==> config.mk <==
export PLATFORM = sky130hd
export DESIGN_NAME = rr_arb_mux_flat
export DESIGN_NICKNAME = d
export VERILOG_FILES = /design/src/rtl/rr_arb_mux_pkg.sv /design/src/rtl/rr_arb_mux_if.sv /design/src/rtl/rr_arb_mux_arbiter.sv /design/src/rtl/rr_arb_mux.sv /design/src/flat_wrapper.sv
export SDC_FILE = /design/constraint.sdc
export NUM_CORES = 1
export LEC_CHECK = 0
export CAP_MARGIN = 20
export CORE_UTILIZATION = 38
export DETAILED_ROUTE_END_ITERATION = 10
export PLACE_DENSITY = 0.77
export SLEW_MARGIN = 15
export SYNTH_ARGS = -nofsm -noshare
export SYNTH_HDL_FRONTEND = slang
export SYNTH_HIERARCHICAL = 1
export SYNTH_SLANG_ARGS = --single-unit
==> constraint.sdc <==
create_clock -name i_clk -period 1.6 [get_ports i_clk]
set_input_delay 0.32 -clock i_clk [delete_from_list [all_inputs] [get_ports i_clk]]
set_output_delay 0.32 -clock i_clk [all_outputs]
set_load 0.02 [all_outputs]
==> src/rtl/rr_arb_mux_pkg.sv <==
// rtl/rr_arb_mux_pkg.sv - shared constants, buffer state type and index-width helper for rr_arb_mux
package mux_pkg;

   localparam int MODE_FIXED = 0;
   localparam int MODE_RR    = 1;

   typedef enum logic {
      ST_EMPTY = 1'b0,
      ST_FULL  = 1'b1
   } buf_state_t;

   function automatic int id_w(input int n);
      return (n > 1) ? $clog2(n) : 1;
   endfunction

endpackage

==> src/rtl/rr_arb_mux_if.sv <==
// rtl/rr_arb_mux_if.sv - channel inputs, sink handshake and grant id bundled for rr_arb_mux
interface rr_arb_mux_if #(
   parameter int WIDTH = 32,
   parameter int N_CH  = 2
);
   import mux_pkg::*;

   localparam int ID_W = id_w(N_CH);

   logic [N_CH*WIDTH-1:0] i_data;
   logic [N_CH-1:0]       i_valid;
   logic [N_CH-1:0]       o_ready;
   logic [WIDTH-1:0]      out_data;
   logic                  out_valid;
   logic                  i_ready;
   logic [ID_W-1:0]       o_grant_id;

   modport slave (
      input  i_data, i_valid, i_ready,
      output o_ready, out_data, out_valid, o_grant_id
   );

   modport master (
      output i_data, i_valid, i_ready,
      input  o_ready, out_data, out_valid, o_grant_id
   );

endinterface

==> src/rtl/rr_arb_mux_arbiter.sv <==
// rtl/rr_arb_mux_arbiter.sv - one-hot grant from request vector, fixed priority or rotating start
module rr_arbiter
   import mux_pkg::*;
#(
   parameter int N_CH = 2,
   parameter int MODE = MODE_RR,
   localparam int ID_W = id_w(N_CH)
) (
   input  logic [N_CH-1:0] i_req,
   input  logic [ID_W-1:0] i_ptr,
   output logic [N_CH-1:0] o_grant,
   output logic [ID_W-1:0] o_grant_id
);

   int              w_start;
   int              w_sum;
   logic [ID_W-1:0] w_idx;
   logic            w_found;

   // Fixed priority is the same search anchored at channel 0.
   always_comb begin
      o_grant    = '0;
      o_grant_id = '0;
      w_found    = 1'b0;
      w_sum      = 0;
      w_idx      = '0;
      w_start    = (MODE == MODE_RR) ? int'(i_ptr) : 0;
      for (int off = 0; off < N_CH; off++) begin
         w_sum = w_start + off;
         w_idx = ID_W'((w_sum >= N_CH) ? (w_sum - N_CH) : w_sum);
         if (!w_found && i_req[w_idx]) begin
            w_found        = 1'b1;
            o_grant[w_idx] = 1'b1;
            o_grant_id     = w_idx;
         end
      end
   end

endmodule

==> src/rtl/rr_arb_mux.sv <==
// rtl/rr_arb_mux.sv - N-channel arbitrating mux with a single registered output slot
module rr_arb_mux
   import mux_pkg::*;
#(
   parameter int WIDTH = 32,
   parameter int N_CH  = 2,
   parameter int MODE  = MODE_RR,
   localparam int ID_W = id_w(N_CH)
) (
   input  logic         i_clk,
   input  logic         i_rst,
   rr_arb_mux_if.slave  bus
);

   buf_state_t      r_state;
   logic [WIDTH-1:0] r_out_data;
   logic [ID_W-1:0] r_grant_id;
   logic [ID_W-1:0] r_ptr;

   logic [N_CH-1:0]  w_grant;
   logic [ID_W-1:0]  w_grant_id;
   logic [ID_W-1:0]  w_ptr_next;
   logic             w_load_en;
   logic [WIDTH-1:0] w_sel_data;

   rr_arbiter #(
      .N_CH (N_CH),
      .MODE (MODE)
   ) u_arb (
      .i_req      (bus.i_valid),
      .i_ptr      (r_ptr),
      .o_grant    (w_grant),
      .o_grant_id (w_grant_id)
   );

   // A full slot can take a new word only in the cycle the sink drains it.
   assign w_load_en   = (|bus.i_valid) & ((r_state == ST_EMPTY) | bus.i_ready);
   assign bus.o_ready = w_grant & {N_CH{w_load_en}};
   assign w_ptr_next  = (w_grant_id == ID_W'(N_CH - 1)) ? '0 : w_grant_id + 1'b1;

   always_comb begin
      w_sel_data = '0;
      for (int k = 0; k < N_CH; k++) begin
         w_sel_data = w_sel_data | (bus.i_data[k*WIDTH +: WIDTH] & {WIDTH{w_grant[k]}});
      end
   end

   always_ff @(posedge i_clk or posedge i_rst) begin
      if (i_rst) begin
         r_state    <= ST_EMPTY;
         r_out_data <= '0;
         r_grant_id <= '0;
         r_ptr      <= '0;
      end else if (w_load_en) begin
         r_state    <= ST_FULL;
         r_out_data <= w_sel_data;
         r_grant_id <= w_grant_id;
         if (MODE == MODE_RR) begin
            r_ptr <= w_ptr_next;
         end
      end else if ((r_state == ST_FULL) && bus.i_ready) begin
         r_state <= ST_EMPTY;
      end
   end

   assign bus.out_valid  = (r_state == ST_FULL);
   assign bus.out_data   = r_out_data;
   assign bus.o_grant_id = r_grant_id;

endmodule
==> src/flat_wrapper.sv <==
// flat-port wrapper written by rule: the top's interface ports become plain ports
module rr_arb_mux_flat import mux_pkg::*;
#(
   parameter int WIDTH = 32,
   parameter int N_CH  = 2,
   parameter int MODE  = MODE_RR,
   localparam int ID_W = id_w(N_CH)
)
  (i_clk, i_rst, bus_i_data, bus_i_valid, bus_i_ready, bus_o_ready, bus_out_data, bus_out_valid, bus_o_grant_id);
  rr_arb_mux_if #(.WIDTH(WIDTH), .N_CH(N_CH)) bus_i ();
  input  logic i_clk;
  input  logic i_rst;
  input wire logic [$bits(bus_i.i_data)-1:0] bus_i_data;
  input wire logic [$bits(bus_i.i_valid)-1:0] bus_i_valid;
  input wire logic [$bits(bus_i.i_ready)-1:0] bus_i_ready;
  output wire logic [$bits(bus_i.o_ready)-1:0] bus_o_ready;
  output wire logic [$bits(bus_i.out_data)-1:0] bus_out_data;
  output wire logic [$bits(bus_i.out_valid)-1:0] bus_out_valid;
  output wire logic [$bits(bus_i.o_grant_id)-1:0] bus_o_grant_id;
  assign bus_i.i_data = bus_i_data;
  assign bus_i.i_valid = bus_i_valid;
  assign bus_i.i_ready = bus_i_ready;
  assign bus_o_ready = bus_i.o_ready;
  assign bus_out_data = bus_i.out_data;
  assign bus_out_valid = bus_i.out_valid;
  assign bus_o_grant_id = bus_i.o_grant_id;
  rr_arb_mux #(.WIDTH(WIDTH), .N_CH(N_CH), .MODE(MODE)) u_core (.i_clk(i_clk), .i_rst(i_rst), .bus(bus_i));
endmodule
# After elaboration in Yosys (flattened, before gate mapping)
# Cells that the tools add are included.
dict set report op_classes {
  addsub 4
  n_lt_le_gt_ge 6
  mux 18
  n_bitwise 8
  n_reduce_logical 7
}
# cell n
set op_table {}
lappend op_table {{$and A32 B32 Y32} 2}
lappend op_table {{$or A32 B32 Y32} 1}
lappend op_table {{$mux W1} 14}
lappend op_table {{$logic_and A1 B1 Y1} 4}
lappend op_table {{$lt A1 B2 Y1 const B} 2}
lappend op_table {{$mux W2} 2}
lappend op_table {{$add A1 B1 Y2 const B} 1}
lappend op_table {{$and A2 B2 Y2} 1}
lappend op_table {{$demux W1 S1} 2}
lappend op_table {{$ge A1 B1 Y1 const B} 2}
lappend op_table {{$ge A1 B2 Y1 const B} 1}
lappend op_table {{$ge A2 B2 Y1 const B} 1}
lappend op_table {{$or A2 B2 Y2} 1}
lappend op_table {{$reduce_bool A2 Y1} 1}
lappend op_table {{$reduce_or A2 Y1} 1}
lappend op_table {{$sub A1 B1 Y1 const B} 2}
lappend op_table {{$add A1 B1 Y1 const B} 1}
lappend op_table {{$and A1 B1 Y1} 1}
lappend op_table {{$logic_not A1 Y1} 1}
lappend op_table {{$not A1 Y1} 1}
lappend op_table {{$or A1 B1 Y1} 1}
dict set report word_totals {
  register_bits 35
  inputBits 69
  output_inout_bits 36
  word_cells 47
}

# Longest topological paths before layout
# Gate-level depths: netlist of run 1.
dict set report logic_depth {
  ltp_word 11
  mapped_depth 6
  ltp_nobuf 4
}

# By module
# Netlist of run 1, hierarchy kept.
# module n_inst cells_per_inst area_each_um2 seq_area_each_um2
set by_module_without_submodules {}
lappend by_module_without_submodules {rr_arb_mux 1 121 1783.0 875.8}
lappend by_module_without_submodules {rr_arbiter 1 4 30.0 0.0}

# Worst setup path after synthesis of run 1
# OpenSTA, ideal clock, no wires.
dict set report synth_timing {
  path_kind {register to output}
  start {register u_core.r_state, in the netlist u_core/bus.out_valid}
  end {output bus_o_ready[0]}
  t_arrival_ps 1213
  required_ps 1280
  setup_slack_ps 67
  stages_incl_launch_ff 4
  path_buffers 1
  cell_sequence {dfrtp_1 a21oi_4 buf_8 and2_2}
}
dict set report synth_between {
  elab_chain_len 4
}
# element line_no
set synth_lines {}
lappend synth_lines {{from (decl)} rr_arb_mux.sv:15} ;# buf_state_t r_state;
lappend synth_lines {{from (signal assigned)} rr_arb_mux.sv:50} ;# r_state <= ST_EMPTY;
lappend synth_lines {{from (signal assigned)} rr_arb_mux.sv:55} ;# r_state <= ST_FULL;
lappend synth_lines {{from (signal assigned)} rr_arb_mux.sv:62} ;# r_state <= ST_EMPTY;
lappend synth_lines {{$not A1 Y1} rr_arb_mux.sv:37} ;# assign w_load_en = (|bus.i_valid) & ((r_state == ST_EMPTY) | bus.i_ready);
lappend synth_lines {{$or A1 B1 Y1} rr_arb_mux.sv:37}
lappend synth_lines {{$and A1 B1 Y1} rr_arb_mux.sv:37}
lappend synth_lines {{$and A2 B2 Y2} rr_arb_mux.sv:38} ;# assign bus.o_ready = w_grant & {N_CH{w_load_en}};
lappend synth_lines {{to (decl)} flat_wrapper.sv:16} ;# output wire logic [$bits(bus_i.o_ready)-1:0] bus_o_ready;
# Every way passes these cells.

# Final worst setup path of run 1
dict set report layout_timing {
  start {register u_core.r_out_data[13], in the netlist u_core/bus.out_data[13]}
  end {output bus_out_data[13]}
}
# element line_no
set layout_lines {}
lappend layout_lines {{from (decl)} rr_arb_mux.sv:16} ;# logic [WIDTH-1:0] r_out_data;
lappend layout_lines {{from (signal assigned)} rr_arb_mux.sv:56} ;# r_out_data <= w_sel_data;
lappend layout_lines {{to (decl)} flat_wrapper.sv:17} ;# output wire logic [$bits(bus_i.out_data)-1:0] bus_out_data;
# No word-level cell between the ends.

==> impl_metrics.yaml, run 1 <==
yosys:
  synth-async-reset-ratio_pct: 100
  netlist_instances: 125
  yosys-top-cells-area: "dfrtp_1, mux2_4, a22o_1"
  synth_common_cells: "dfrtp_1, a22o_1, mux2_4"
  synth_fp_nets: 194
  synth_area_sq_mm: 0.00181
  synth_edf_count: 0
  synth_top_area_share_pct: 48.3
  yosys.area.top_type: "dfrtp_1"
  synth.most_common_cell: "dfrtp_1"
  netlist-cell-type-count: 17
  ys_seq_elements: 35
  yosysSeqAreaShare_pct: 48.3
  synthFlopType: "dfrtp_1"
  syn_avg_cell_area_sq_um: 14.5
  ys.warnings.count: 6
global_route:
  antenna_found_initial: 0
  globalRouteTotalUtil_pct: 19.2
  grt_max_degree: 35
  grt_pass1_wl_mm: 7.34
  grt_pass1_vias: 1478
  grt-ovfl-total: 0
detailed_routing:
  ant_nets: 0
  routed_wl_mm: 4.31
  via_per_inst: 4.93
  route.detailed.drc: 5
  wl_per_cell_microns: 15.2
  dr.pass1.iters: 7
  first_iter_violations: 89
  dr_total_vias: 1400
power:
  report.power.total_uw: 2990
  p_leak_uw: 0.00164
  p_comb_share_pct: 39.1
  clkPwrFrac_pct: 22.9
  peakVddDrop_uv: 461
  power_switching_share_pct: 29.0
  powerDensity_mw_per_mm2: 980
  power_switching_uw: 869
  p_seq_share_pct: 37.9
  internal-power_uw: 2130
cts:
  clk_latency_ns: 0.28
  clock-sinks: 35
  clk_pin_slew_ns: 0.07
  cts_max_level: 2
  cts_buffer_depth: 2
  clock-root-buffer: "clkbuf_8"
  numCtsBuffers: 5
  hold_buffers: 0
  post-cts-setup-buffers: 0
  cts_tree: "built"
timing:
  hold_viol_final: 0
  setup_viol: 0
  relSlewSlack_pct: 76.1
  worst_pin_slew_ns: 0.359
  fmaxAchievable_ghz: 0.638
  fin_crit_sh_pct: 97.9
  fin_skew_ns: 0.00314
  drv_slew: 0
  rsz0062_at_grt: "no"
  period_minus_slack_ns: 1.57
critical_path:
  required_ns: 1.28
  critPathMaxFanout: 2
  path_cells: "clkdlybuf4s50_1"
  critPathTopFamily: "buffers and inverters"
  cp.depth: 1
  cpPeakStageDelay_ns: 0.62
  endpoint_kind: "primary output"
  cp_slowest_cell: "clkdlybuf4s50_1"
  r2r_cells: 3
  path_buf_inv: 1
  critPathArrivalTime_ns: 1.25
  crit_path_start_kind: "flop"
  critPathKind: "reg -> out"
placed_design:
  hpwl_mm: 3.16
  finalWeightedCongestion: 0.669
  io_buffers: 104
die:
  core_sq_mm: 0.00447
  chipHeight_microns: 71.1
  fp-row-count: 24
  ioPinCount: 105
  start_util_pct: 40.5
  die_area_sq_mm: 0.00505
  die_x_microns: 71.1
cells_and_area:
  layout-drive-gt1-share_pct: 23.7
  multiInputGateArea_sq_um: 838
  areaGrowthSynthToFinish_pct: 68.6
  fillers: 326
  final_core_utilization_pct: 68.3
  regArea_sq_um: 876
  antennaDiodeCount: 0
  fin_nets: 300
hold_path:
  hp-class: "in -> async"
run_status:
  outcome: "finished with violations"
  violations: "DRC"
run:
  drv_cap: 0
power by group through the flow:
stage	Clock (uW)	Sequential [uW]	Combinational, uW
floorplan	0	1340	442
global placement	0	1150	1190
detailed placement	0	1150	1210
CTS	708	1140	1200
global route	747	1160	1240
finish	686	1140	1170
cells in the final DEF, fill, tap and decap left out:
master            n
buf_6             2
nor2_2            1
inv_2             1
buf_12            1
dlygate4sd2_1     5
a21boi_2          2
a21boi_1          1
a22o_1           32
clkbuf_8          8
mux2i_1           1
clkbuf_1          1
clkdlybuf4s50_1  74
a21oi_4           1
dfrtp_1          35
inv_1             4
dlymetal6s2s_1   23
mux2_2            6
o21ai_0           1
mux2_4           27
buf_4             4
and2_4            2
cell families (layout without fill, tap and decap cells):
group / Yosys count / after routing / share of synthesized area [%]
mux: 34 / 34 / 26.6
flops: 35 / 35 / 48.3
buf+inv: 16 / 123 / 5.93
compound gates: 37 / 37 / 18.1
simple gates: 3 / 3 / 1.03
final cells by class:
cell class	count	share of cell area, %
multi-input combinational	74	27.4
inverter	5	0.614
sequential	35	28.7
tap	52	2.13
clock buffer	8	3.27
timing repair buffer	110	37.9
stage by stage:
stage | TNS (ns) | worst slack (ns) | hold WS (ns) | instance area [sq um] | std cells
5_1_grt | 0 | 0.00128 | 0.208 | 3060 | 284
3_3_place_gp | -16.21 | -0.529 | 0.491 | 2890 | 276
4_1_cts | 0 | 0.00219 | 0.209 | 3000 | 284
3_5_place_dp | -17.08 | -0.548 | 0.492 | 2890 | 276
6_report | 0 | 0.0336 | 0.213 | 3060 | 284
2_1_floorplan | 0 | 0.0674 | 0.416 | 1810 | 125
layer usage:
layer  vias to the layer above  wire, microns  GRT usage [%]
li1                        679              -              -
met1                       650           1740           23.9
met2                        65           2120           30.2
met3                         6            385           8.12
met4                         0             60           6.22
met5                         -              0              0
state kept, by name, indices dropped and copies added, names as in the netlist:
signal,flops
u_core/bus.out_valid,1
u_core/bus.o_grant_id,1
u_core/r_ptr,1
u_core/bus.out_data,32
what timing repair did:
item | 4_1_cts | 5_1_grt
resized for setup | 20 | 25
pin swaps | 2 | 1
setup endpoints to repair | 39 | 42
path summary, 6_finish.rpt:
check / startpoint / slack (ns) / end
max in group asynchronous: i_rst / 0.99 / u_core/bus.out_data[12]
setup / recovery: u_core/bus.out_data[13] / 0.03 / bus_out_data[13]
hold reg to reg: u_core/bus.out_data[25] / 0.50 / u_core/bus.out_data[25]
setup reg to reg: u_core/bus.out_valid / 0.15 / u_core/bus.out_data[22]
hold / removal: i_rst / 0.21 / u_core/bus.out_data[28]
min in group i_clk: bus_i_ready / 0.29 / u_core/bus.out_valid
(Power assumes the default switching activity.)
==> run 2: changes to the inputs <==
Settings changed: ABC_CLOCK_PERIOD_IN_PS set to 1600, SKIP_LAST_GASP set to 1.
==> run 2 against run 1 <==
The flow still finishes with violations (DRC). Non-clock buffer count is the same. Via count is the same. Highest routed layer unchanged. Clock power is essentially flat. Wire length is essentially flat. Core utilization shrank 0.11 points. Clock-buffer cell count is the same. Cell count is the same. First-iteration DRC count is the same. Design area shrank 0.16%. Largest cell class unchanged.
==> impl_metrics.yaml, run 2 (synthesis results as in run 1) <==
timing:
  rsz0062_at_grt: "no"
  drv_slew: 0
  fmaxAchievable_ghz: 0.638
  period_minus_slack_ns: 1.57
  holdWs_ns: 0.213
  hold_viol_final: 0
  setup_viol: 0
  fin_crit_sh_pct: 97.9
  fin_skew_ns: 0.00314
  worst_pin_slew_ns: 0.359
  relSlewSlack_pct: 76.0
run_status:
  violations: "DRC"
  outcome: "finished with violations"
cells_and_area:
  finalNonFillerCells: 284
  layout-drive-gt1-share_pct: 23.7
  fin_nets: 300
  final_common_cell: "clkdlybuf4s50_1"
  stdcell_area_sq_mm: 0.00305
  fillers: 326
  final_cell_mix: "clkdlybuf4s50_1, dfrtp_1, a22o_1, mux2_4, dlymetal6s2s_1"
  largest_register_ffs: 32
  antennaDiodeCount: 0
  areaGrowthSynthToFinish_pct: 68.3
cts:
  cts_buffer_depth: 2
  numCtsBuffers: 5
  clk_pin_slew_ns: 0.07
  clk_latency_ns: 0.28
  hold_buffers: 0
  cts_tree: "built"
  cts_max_level: 2
  clock-root-buffer: "clkbuf_8"
  clock-sinks: 35
power:
  p_comb_share_pct: 39.1
  internal-power_uw: 2120
  p_seq_share_pct: 38.0
  powerDensity_mw_per_mm2: 980
  power_switching_uw: 868
  p_leak_uw: 0.00164
  power_switching_share_pct: 29.0
  clkPwrFrac_pct: 22.9
  peakVddDrop_uv: 460
run:
  drv_cap: 0
global_route:
  grt-ovfl-total: 0
  globalRouteTotalUtil_pct: 19.2
  antenna_found_initial: 0
  grt_max_degree: 35
  grt_pass1_vias: 1478
  grt_pass1_wl_mm: 7.34
detailed_routing:
  via_per_inst: 4.93
  dr_total_vias: 1400
  ant_nets: 0
  route.detailed.drc: 5
  wl_per_cell_microns: 15.2
  first_iter_violations: 89
  routed_wl_mm: 4.31
  dr.pass1.iters: 7
critical_path:
  critPathKind: "reg -> out"
  path_buf_inv: 1
  cpPeakStageDelay_ns: 0.62
  cp.depth: 1
  critPathTopFamily: "buffers and inverters"
  cp_slowest_cell: "clkdlybuf4s50_1"
  r2r_cells: 3
  critPathMaxFanout: 2
  endpoint_kind: "primary output"
  critPathArrivalTime_ns: 1.25
  crit_path_start_kind: "flop"
  required_ns: 1.28
  path_cells: "clkdlybuf4s50_1"
die:
  core_sq_mm: 0.00447
  fp-row-count: 24
  die_area_sq_mm: 0.00505
  die_x_microns: 71.1
  chipHeight_microns: 71.1
  start_util_pct: 40.5
  ioPinCount: 105
hold_path:
  hp-class: "in -> async"
placed_design:
  hpwl_mm: 3.16
  placed_area_sq_mm: 0.00289
  io_buffers: 104
  dp.cells: 276
  finalWeightedCongestion: 0.669
[run 2: path summary, 6_finish.rpt]
path | from | slack [ns] | endpoint
max | u_core/bus.out_data[13] | 0.03 | bus_out_data[13]
min | i_rst | 0.21 | u_core/bus.out_data[28]
max reg2reg | u_core/bus.out_valid | 0.13 | u_core/bus.out_data[22]
min reg2reg | u_core/bus.out_data[25] | 0.50 | u_core/bus.out_data[25]
max in group asynchronous | i_rst | 0.99 | u_core/bus.out_data[12]
min in group i_clk | bus_i_ready | 0.29 | u_core/bus.out_valid
[run 2: routing by layer]
metal	vias to the layer above	global-route usage (%)	wire length (microns)
met4	0	6.22	60
li1	679	-	-
met3	6	8.12	385
met5	-	0	0
met2	65	30.2	2120
met1	650	23.9	1740
[run 2: through the flow]
stage               total power, uW  worst slack, ns  utilization [%]  setup TNS (ns)
finish                         2990           0.0336             68.2               0
global route                   3150          0.00128             68.2               0
CTS                            3050          -0.0263             66.8         -0.0263
detailed placement             2360           -0.548             64.6          -17.08
global placement               2340           -0.529             64.6          -16.21
floorplan                      1790           0.0674                -               0
[run 2: layout make-up]
cell class	instances	area (sq um)	share of cell area, %
multi-input cells	74	837	27.4
clock buffers	8	100	3.28
inverters	5	18.8	0.615
well taps	52	65.1	2.13
flip-flops and latches	35	876	28.7
repair buffers	110	1150	37.8
[run 2: power groups by stage]
stage | logic (uW) | registers [uW] | clock network [uW]
after floorplan | 442 | 1340 | 0
after global placement | 1190 | 1150 | 0
after detailed placement | 1210 | 1150 | 0
after CTS | 1200 | 1140 | 708
after global routing | 1240 | 1160 | 747
final | 1170 | 1140 | 686
[run 2: what timing repair did]
action	CTS	global route
pin swaps	2	0
gates resized for setup	18	25
buffers inserted	0	0
setup endpoints to repair	39	42
==> run 3: changes to the inputs <==
Settings changed: GPL_ROUTABILITY_DRIVEN set to 0, HOLD_SLACK_MARGIN set to 0.08.
==> results of run 3 <==
The final DEF is identical to that of run 2; final timing and power are the same.
